===== config.mk =====
export PLATFORM = sky130hd
export DESIGN_NAME = magic_serial_adder
export DESIGN_NICKNAME = d
export VERILOG_FILES = /design/src/rtl/magic_serial_adder.sv
export SDC_FILE = /design/constraint.sdc
export NUM_CORES = 1
export LEC_CHECK = 0
export CORE_UTILIZATION = 55
export DETAILED_ROUTE_END_ITERATION = 7
export DONT_BUFFER_PORTS = 1
export PLACE_DENSITY = 0.7
export SLEW_MARGIN = 5
export SYNTH_ARGS = -nofsm -noshare
export SYNTH_HDL_FRONTEND = slang
export SYNTH_SLANG_ARGS = --single-unit

===== constraint.sdc =====
create_clock -name clk -period 2.85 [get_ports clk]
set_clock_uncertainty 0.2 [all_clocks]
set_input_delay 0.7125 -clock clk [delete_from_list [all_inputs] [get_ports clk]]
set_output_delay 0.7125 -clock clk [all_outputs]
set_load 0.005 [all_outputs]

===== src/rtl/magic_serial_adder.sv =====
// Bit-serial adder/subtractor, one bit per cycle, LSB first.
// Per-bit sum/carry logic uses only 2-input NOR and NOT primitives.
module magic_serial_adder #(
  parameter int WIDTH = 8
) (
  input  logic             clk,
  input  logic             rst_n,
  input  logic             start,
  input  logic             sub,
  input  logic [WIDTH-1:0] a,
  input  logic [WIDTH-1:0] b,
  output logic             busy,
  output logic             done,
  output logic [WIDTH-1:0] sum,
  output logic             cout,
  output logic             ovf
);

  localparam int IW = $clog2(WIDTH);
  localparam logic [IW-1:0] LAST = IW'(WIDTH - 1);

  typedef enum logic [1:0] {
    S_IDLE,
    S_RUN,
    S_DONE
  } state_t;

  function automatic logic g_nor(input logic x, input logic y);
    return ~(x | y);
  endfunction

  function automatic logic g_not(input logic x);
    return ~x;
  endfunction

  function automatic logic g_xor(input logic x, input logic y);
    logic n;
    logic p;
    logic q;
    n = g_nor(x, y);
    p = g_nor(x, n);
    q = g_nor(y, n);
    return g_not(g_nor(p, q));
  endfunction

  function automatic logic g_and(input logic x, input logic y);
    return g_nor(g_not(x), g_not(y));
  endfunction

  function automatic logic g_or(input logic x, input logic y);
    return g_not(g_nor(x, y));
  endfunction

  function automatic logic g_maj(
    input logic x,
    input logic y,
    input logic c
  );
    return g_or(g_and(x, y), g_and(c, g_xor(x, y)));
  endfunction

  state_t           state_q, state_d;
  logic [WIDTH-1:0] a_q, a_d;
  logic [WIDTH-1:0] b_q, b_d;
  logic             sub_q, sub_d;
  logic             carry_q, carry_d;
  logic [IW-1:0]    idx_q, idx_d;
  logic [WIDTH-1:0] shreg_q, shreg_d;
  logic [WIDTH-1:0] sum_q, sum_d;
  logic             cout_q, cout_d;
  logic             ovf_q, ovf_d;

  logic             bit_a;
  logic             bit_b;
  logic             bit_s;
  logic             carry_nxt;
  logic [WIDTH-1:0] shreg_nxt;

  always_comb begin
    bit_a     = a_q[idx_q];
    bit_b     = g_xor(b_q[idx_q], sub_q);
    bit_s     = g_xor(g_xor(bit_a, bit_b), carry_q);
    carry_nxt = g_maj(bit_a, bit_b, carry_q);
    shreg_nxt = {bit_s, shreg_q[WIDTH-1:1]};
  end

  always_comb begin
    state_d = state_q;
    a_d     = a_q;
    b_d     = b_q;
    sub_d   = sub_q;
    carry_d = carry_q;
    idx_d   = idx_q;
    shreg_d = shreg_q;
    sum_d   = sum_q;
    cout_d  = cout_q;
    ovf_d   = ovf_q;
    unique case (state_q)
      S_IDLE: begin
        if (start) begin
          a_d     = a;
          b_d     = b;
          sub_d   = sub;
          carry_d = sub;
          idx_d   = '0;
          state_d = S_RUN;
        end
      end
      S_RUN: begin
        shreg_d = shreg_nxt;
        carry_d = carry_nxt;
        if (idx_q == LAST) begin
          idx_d   = '0;
          sum_d   = shreg_nxt;
          cout_d  = carry_nxt;
          // carry_q here is the carry into the MSB
          ovf_d   = g_xor(carry_q, carry_nxt);
          state_d = S_DONE;
        end else begin
          idx_d = idx_q + IW'(1);
        end
      end
      S_DONE: begin
        state_d = S_IDLE;
      end
      default: begin
        state_d = S_IDLE;
      end
    endcase
  end

  always_ff @(posedge clk or negedge rst_n) begin
    if (!rst_n) begin
      state_q <= S_IDLE;
      a_q     <= '0;
      b_q     <= '0;
      sub_q   <= 1'b0;
      carry_q <= 1'b0;
      idx_q   <= '0;
      shreg_q <= '0;
      sum_q   <= '0;
      cout_q  <= 1'b0;
      ovf_q   <= 1'b0;
    end else begin
      state_q <= state_d;
      a_q     <= a_d;
      b_q     <= b_d;
      sub_q   <= sub_d;
      carry_q <= carry_d;
      idx_q   <= idx_d;
      shreg_q <= shreg_d;
      sum_q   <= sum_d;
      cout_q  <= cout_d;
      ovf_q   <= ovf_d;
    end
  end

  assign busy = (state_q == S_RUN);
  assign done = (state_q == S_DONE);
  assign sum  = sum_q;
  assign cout = cout_q;
  assign ovf  = ovf_q;

endmodule

* Word level (Yosys, flattened, before mapping) *
Index checks and enable logic that the tools add are counted.

storage, ports and cells
  register bits = 41
  input bits = 20
  output and inout bits = 12
  word-level logic and storage cells = 72

cells by class
  reduce and logical (&&, ||, !) cells = 6
  eq/ne operators = 5
  bitwise gates (word level) = 37
  $lt $le $gt $ge = 1
  add/sub/neg operators = 1
  mux-type cells = 12

operator list
  operator                                             number
  bitwise OR 1 bit                                     19
  inverter 1 bit                                       18
  AND reduction 2 bit                                  4
  binary-select mux 1 bit (select 3 bit)               2
  two-way mux 3 bit                                    2
  one-hot mux 3 bit (2 select lines)                   1
  < comparator 3 x 4 -> 1 bit (second input constant)  1
  two-way mux 2 bit                                    2
  one-hot mux 2 bit (2 select lines)                   1
  adder 3 x 1 -> 3 bit (second input constant)         1
  == test 3 bit (second input constant)                1
  two-way mux 1 bit                                    3
  == test 2 x 1 -> 1 bit (second input constant)       1
  == test 2 bit (second input constant)                1
  zero test 2 bit                                      1
  != test 2 x 1 -> 1 bit (second input constant)       1
  != test 2 bit (second input constant)                1
  one-hot mux 1 bit (2 select lines)                   1
  nonzero test 2 bit                                   1

* Longest topological paths before layout *
  word-level depth = 21
  mapped depth = 7
  mapped depth without buffers = 6

* Worst setup path before layout *
No wires, ideal clock.

  path kind = reg-to-reg
  start point = register idx_q[1]
  end point = register ovf_q, in the netlist ovf
  path buffers = 1
  data required time = 2567 ps
  cell stages (with the launch flop) = 8
  setup slack = 671 ps
  arrival = 1896 ps
  period minus slack after synthesis = 2179 ps
  library setup time = 83 ps
  cells stage by stage = dfrtp_1 -> buf_6 -> mux2i_1 -> mux4_2 -> xor2_1 -> fa_1 -> xor2_1 -> o21ai_0

on the way
  longest elaborated chain between the ends = 21
  elaborated cells between the ends (all ways) = 35
  those cells by class = eq/ne: 1; mux: 4; bitwise: 29; reduce/logical: 1

ends and longest elaborated chain
  element                                  RTL line  RTL
  from (decl)                              67        logic [IW-1:0] idx_q, idx_d;
  from (signal assigned)                   150       idx_q <= idx_d;
  binary-select mux 1 bit (select 3 bit)   81        bit_b = g_xor(b_q[idx_q], sub_q);
  two-way mux 1 bit (not written as such)  81
  bitwise OR 1 bit                         29        return ~(x | y);
  inverter 1 bit                           29
  bitwise OR 1 bit                         29
  inverter 1 bit                           29
  bitwise OR 1 bit (2 in series)           29
  inverter 1 bit                           29
  (+3 left out)                            -
  inverter 1 bit                           33        return ~x;
  bitwise OR 1 bit                         29
  inverter 1 bit                           29
  bitwise OR 1 bit (2 in series)           29
  inverter 1 bit                           29
  bitwise OR 1 bit                         29
  inverter 1 bit                           29
  bitwise OR 1 bit                         29
  to (signal assigned)                     154       ovf_q <= ovf_d;
  to (decl)                                71        logic ovf_q, ovf_d;

Parallel ways exist; a longest one is shown, timed or not. The select of a mux whose other input is x is not followed.
A chain may end at the register's enable or synchronous reset.

* Worst setup path after layout *
Ends and elaborated chain as after synthesis.

==> results.md <==
- The run finished, with violations left.
- The checks that failed: design-rule violations.
- The number of diodes is 0.
- The yosys synthesis warning count is 0.
- Setup violations remaining at the end of the flow were counted as 0.
- Of the cells placed in the final design, the portion with a size suffix greater than 1 is 0.2977.
- The floorplan core area is roughly 0.0029 sq mm.
- The worst path arrival time is 2.39 ns.
- The multi-input combinational cells in the finished layout cover a total of 665.6 sq um.
- Leaving out fill and tap cells, the most frequent cell in the layout is sky130_fd_sc_hd__dfrtp_1.
- Buffers added to address setup during post-CTS repair amount to 0.
- The count of nets left with antenna violations after detail routing is 0.
- Dividing the final minimum period by the clock period gives 0.8168.
- The wire-length estimate of the detail-placed layout is 1959 microns.
- The row count is 19.
- The first-pass GRT wire length is roughly 4800 microns.
- For the worst flop-to-flop path, the logic depth is 6.
- The initial utilization of the core area, before any placement, comes to 0.6000.
- In the routed design, unresolved DRC markers number 1.
- The count of maximum capacitance violations is 0.
- The number of levels the H-tree was split into is 2.
- The count of TritonRoute iterations in the first routing pass is 6.
- The maximum clock insertion buffer count is 2.
- At the pin with the least slew margin, the transition time is between 0.5 and 0.6 ns.
- At the end of routability-driven placement, the weighted congestion stood at 0.8169.
- The cell count after synthesis came out at 125.
- The filler cell count in the final layout is 230.
- The final hold violation count was 0.
- The synthesized net count is 148.
- The floorplan step set the die width to just under 60 microns.
- The net count of the finished layout is 153.
- The tightest min-delay check is of the input port to register type.
- The hold-critical path depth is 1.
- The synthesis-stage register bit count is 40.
- The static leakage is 0.8633 nW.
- The routed wire length is around 2700 microns.
- The number of cells upsized or downsized after cts is 0.
- The required time at the endpoint of the critical path is roughly 2.9 ns.
- The total global-route track usage is 0.1942.
- Input and output buffers added on the ports amount to 0.
- The cell area after synthesis is 0.001712 sq mm.
- The critical-path maximum fanout is 8.
- The number of distinct library cell variants in the gate-level netlist after synthesis is 27.
- In this run, the number of DRC markers left after iteration 0 of detailed routing was 18.
- The endpoint kind of the worst setup timing path is a register.
- The clock tree root driver cell is sky130_fd_sc_hd__clkbuf_4.
- Counting I/O delays and the setup requirement, the final critical path takes 2.328 ns.
- Setup repair after global routing left no endpoint under its margin.
- The number of pins exceeding their max-slew limit in the final report is 0.
- Entering global routing, the biggest net connects slightly above 40 pins.
- Relative to the synthesized area, the layout overhead comes to 9.941%.
- VDD sags by at most between 0.6 and 0.7 mV.
- The number of placed I/O pins is 32.
- The upper clock frequency limit is 429.6 MHz.
- The later pin in the worst-skew pair is clocked with a latency of 0.34 ns.
- The area of the die is approximately 0.0033 sq mm.
- Clock tree synthesis found a total of 40 sinks.
- Leaving out fill and tap cells, the most frequent cells in the layout are sky130_fd_sc_hd__dfrtp_1 (40), sky130_fd_sc_hd__mux2_2 (24), sky130_fd_sc_hd__nand2_1 (23).
- For this run the aggregate overflow at the end of global routing stands at 0.
- The worst slew margin relative to its limit is 0.6187.
- The detailed-route via count is ~950.
- Across all hold checks on the routed design, the worst slack comes to 0.3100 ns.
- The startpoint-to-endpoint class of the critical path is register to register.
- The routed wire length per instance is between 15 and 20 microns.
- Dividing total power by cell area gives a power density of 1255 mW/mm^2.
- The floorplan step set the die height to just under 60 microns.
- The element type at the critical path start is a register.
- The initial antenna violation count is 0.
- The via count of the first global-routing pass is 1107.
- The number of buffers inserted during clock tree synthesis is 5.
- TritonCTS built the clock tree.
- In the routed layout, each cell is associated on average with a via count of 5.852.
- For this run, the register share of the synthesized area comes to 0.5848.
- The mean instance size in the synthesized netlist is 13.69 sq um.
- The clock edge transition at the registers on the reported setup and hold paths is approximately 0.11 ns.
- Across the whole layout, storage elements account for 0.001001 sq mm.
- The setup TNS is 0 ns.
[where the power goes]
part / leakage [nW] / internal (mW) / switching (mW) / total, mW
logic: 0.316 / 0.427 / 0.326 / 0.753
clock network: 0.0654 / 0.361 / 0.182 / 0.543
registers: 0.482 / 0.849 / 0.217 / 1.07
total: 0.863 / 1.64 / 0.725 / 2.36
[area by class of cell]
cell class                 count  area share
sequential                    40      0.5319
clock buffer                   5     0.01995
timing repair buffer           3     0.01995
multi-input combinational     77      0.3537
inverter                       3    0.005984
clock inverter                 3     0.04787
tap                           31     0.02061
[timing repair]
action,CTS,global route
hold buffers,2,0
setup endpoints to repair,0,0
endpoints found under the hold margin,40,0
[flip-flops by register name, summed over array words and instances, names as in the netlist]
register	cells
ovf	1
idx_q	3
a_q	8
cout	1
shreg_q	7
state_q	2
b_q	8
carry_q	1
sum	8
sub_q	1
[cell families (layout without fill, tap and decap cells)]
group                    after synthesis  in the layout  synth area share
XOR/XNOR                               2              2           0.01024
AND/OR/NAND/NOR                       29             29           0.07530
adder cells (fa/ha/maj)                3              3           0.02631
multiplexers                          32             32            0.2310
flip-flops                            40             40            0.5848
AO/OA/AOI/OAI                         11             11           0.04313
buffers and inverters                  8             14           0.02924
[stage by stage]
step / std cells / setup slack, ns / power, mW / area [sq um] / util
2_1_floorplan: 125 / 0.6712 / 1.666 / 1712 / -
3_3_place_gp: 152 / 0.5930 / 1.765 / 1724 / 0.6044
3_5_place_dp: 152 / 0.5209 / 1.846 / 1724 / 0.6044
4_1_cts: 162 / 0.4874 / 2.396 / 1882 / 0.6596
5_1_grt: 162 / 0.3839 / 2.526 / 1882 / 0.6596
6_report: 162 / 0.5221 / 2.362 / 1882 / 0.6596
[cells in the mapped netlist]
cell	number	area (sq um)
sky130_fd_sc_hd__dfrtp_1	40	1001
sky130_fd_sc_hd__mux2_2	24	270.3
sky130_fd_sc_hd__nand2_1	23	86.33
sky130_fd_sc_hd__mux2i_1	5	50.05
sky130_fd_sc_hd__o21ai_0	4	20.02
sky130_fd_sc_hd__a22o_1	2	17.52
sky130_fd_sc_hd__buf_6	2	22.52
sky130_fd_sc_hd__ha_1	2	25.02
sky130_fd_sc_hd__inv_1	2	7.510
sky130_fd_sc_hd__mux4_1	2	52.55
sky130_fd_sc_hd__o21bai_1	2	15.01
sky130_fd_sc_hd__xor2_1	2	17.52
sky130_fd_sc_hd__a21oi_1	1	5.000
sky130_fd_sc_hd__a221oi_1	1	8.760
sky130_fd_sc_hd__buf_2	1	5.000
sky130_fd_sc_hd__buf_4	1	7.510
sky130_fd_sc_hd__clkbuf_1	1	3.750
sky130_fd_sc_hd__fa_1	1	20.02
sky130_fd_sc_hd__inv_2	1	3.750
sky130_fd_sc_hd__mux4_2	1	22.52
sky130_fd_sc_hd__nand2b_1	1	6.260
sky130_fd_sc_hd__nand3b_1	1	7.510
sky130_fd_sc_hd__nor2b_1	1	6.260
sky130_fd_sc_hd__nor3b_1	1	7.510
sky130_fd_sc_hd__o31ai_1	1	7.510
sky130_fd_sc_hd__or2_2	1	6.260
sky130_fd_sc_hd__or3b_2	1	8.760
[worst paths after layout]
path                       slack, ns  startpoint          to
min                             0.31        b[0]      b_q[0]
max in group asynchronous       1.66       rst_n      a_q[6]
min reg2reg                     0.31  shreg_q[1]  shreg_q[1]
min in group asynchronous       0.61       rst_n  shreg_q[7]
max reg2reg                     0.52    idx_q[1]         ovf
max                             0.52    idx_q[1]         ovf
[critical path, cell delays in order, from the launching register on]
cell and delay [ns]:
sky130_fd_sc_hd__dfrtp_1 0.51, sky130_fd_sc_hd__mux2i_1 0.16, sky130_fd_sc_hd__mux4_2 0.49, sky130_fd_sc_hd__xor2_1 0.17, sky130_fd_sc_hd__fa_1 0.43, sky130_fd_sc_hd__xor2_1 0.16
sky130_fd_sc_hd__o21ai_0 0.13
[routing by layer]
layer,wire length (microns),part of all wire,up-vias,global-route usage
met2,1471,0.54,24,0.3605
met1,1091,0.40,472,0.2083
met5,0,0,-,0
met3,123,0.045,5,0.07143
met4,21,0.0078,0,0.05102
li1,-,-,447,-
Power figures use the tool's default switching activity.
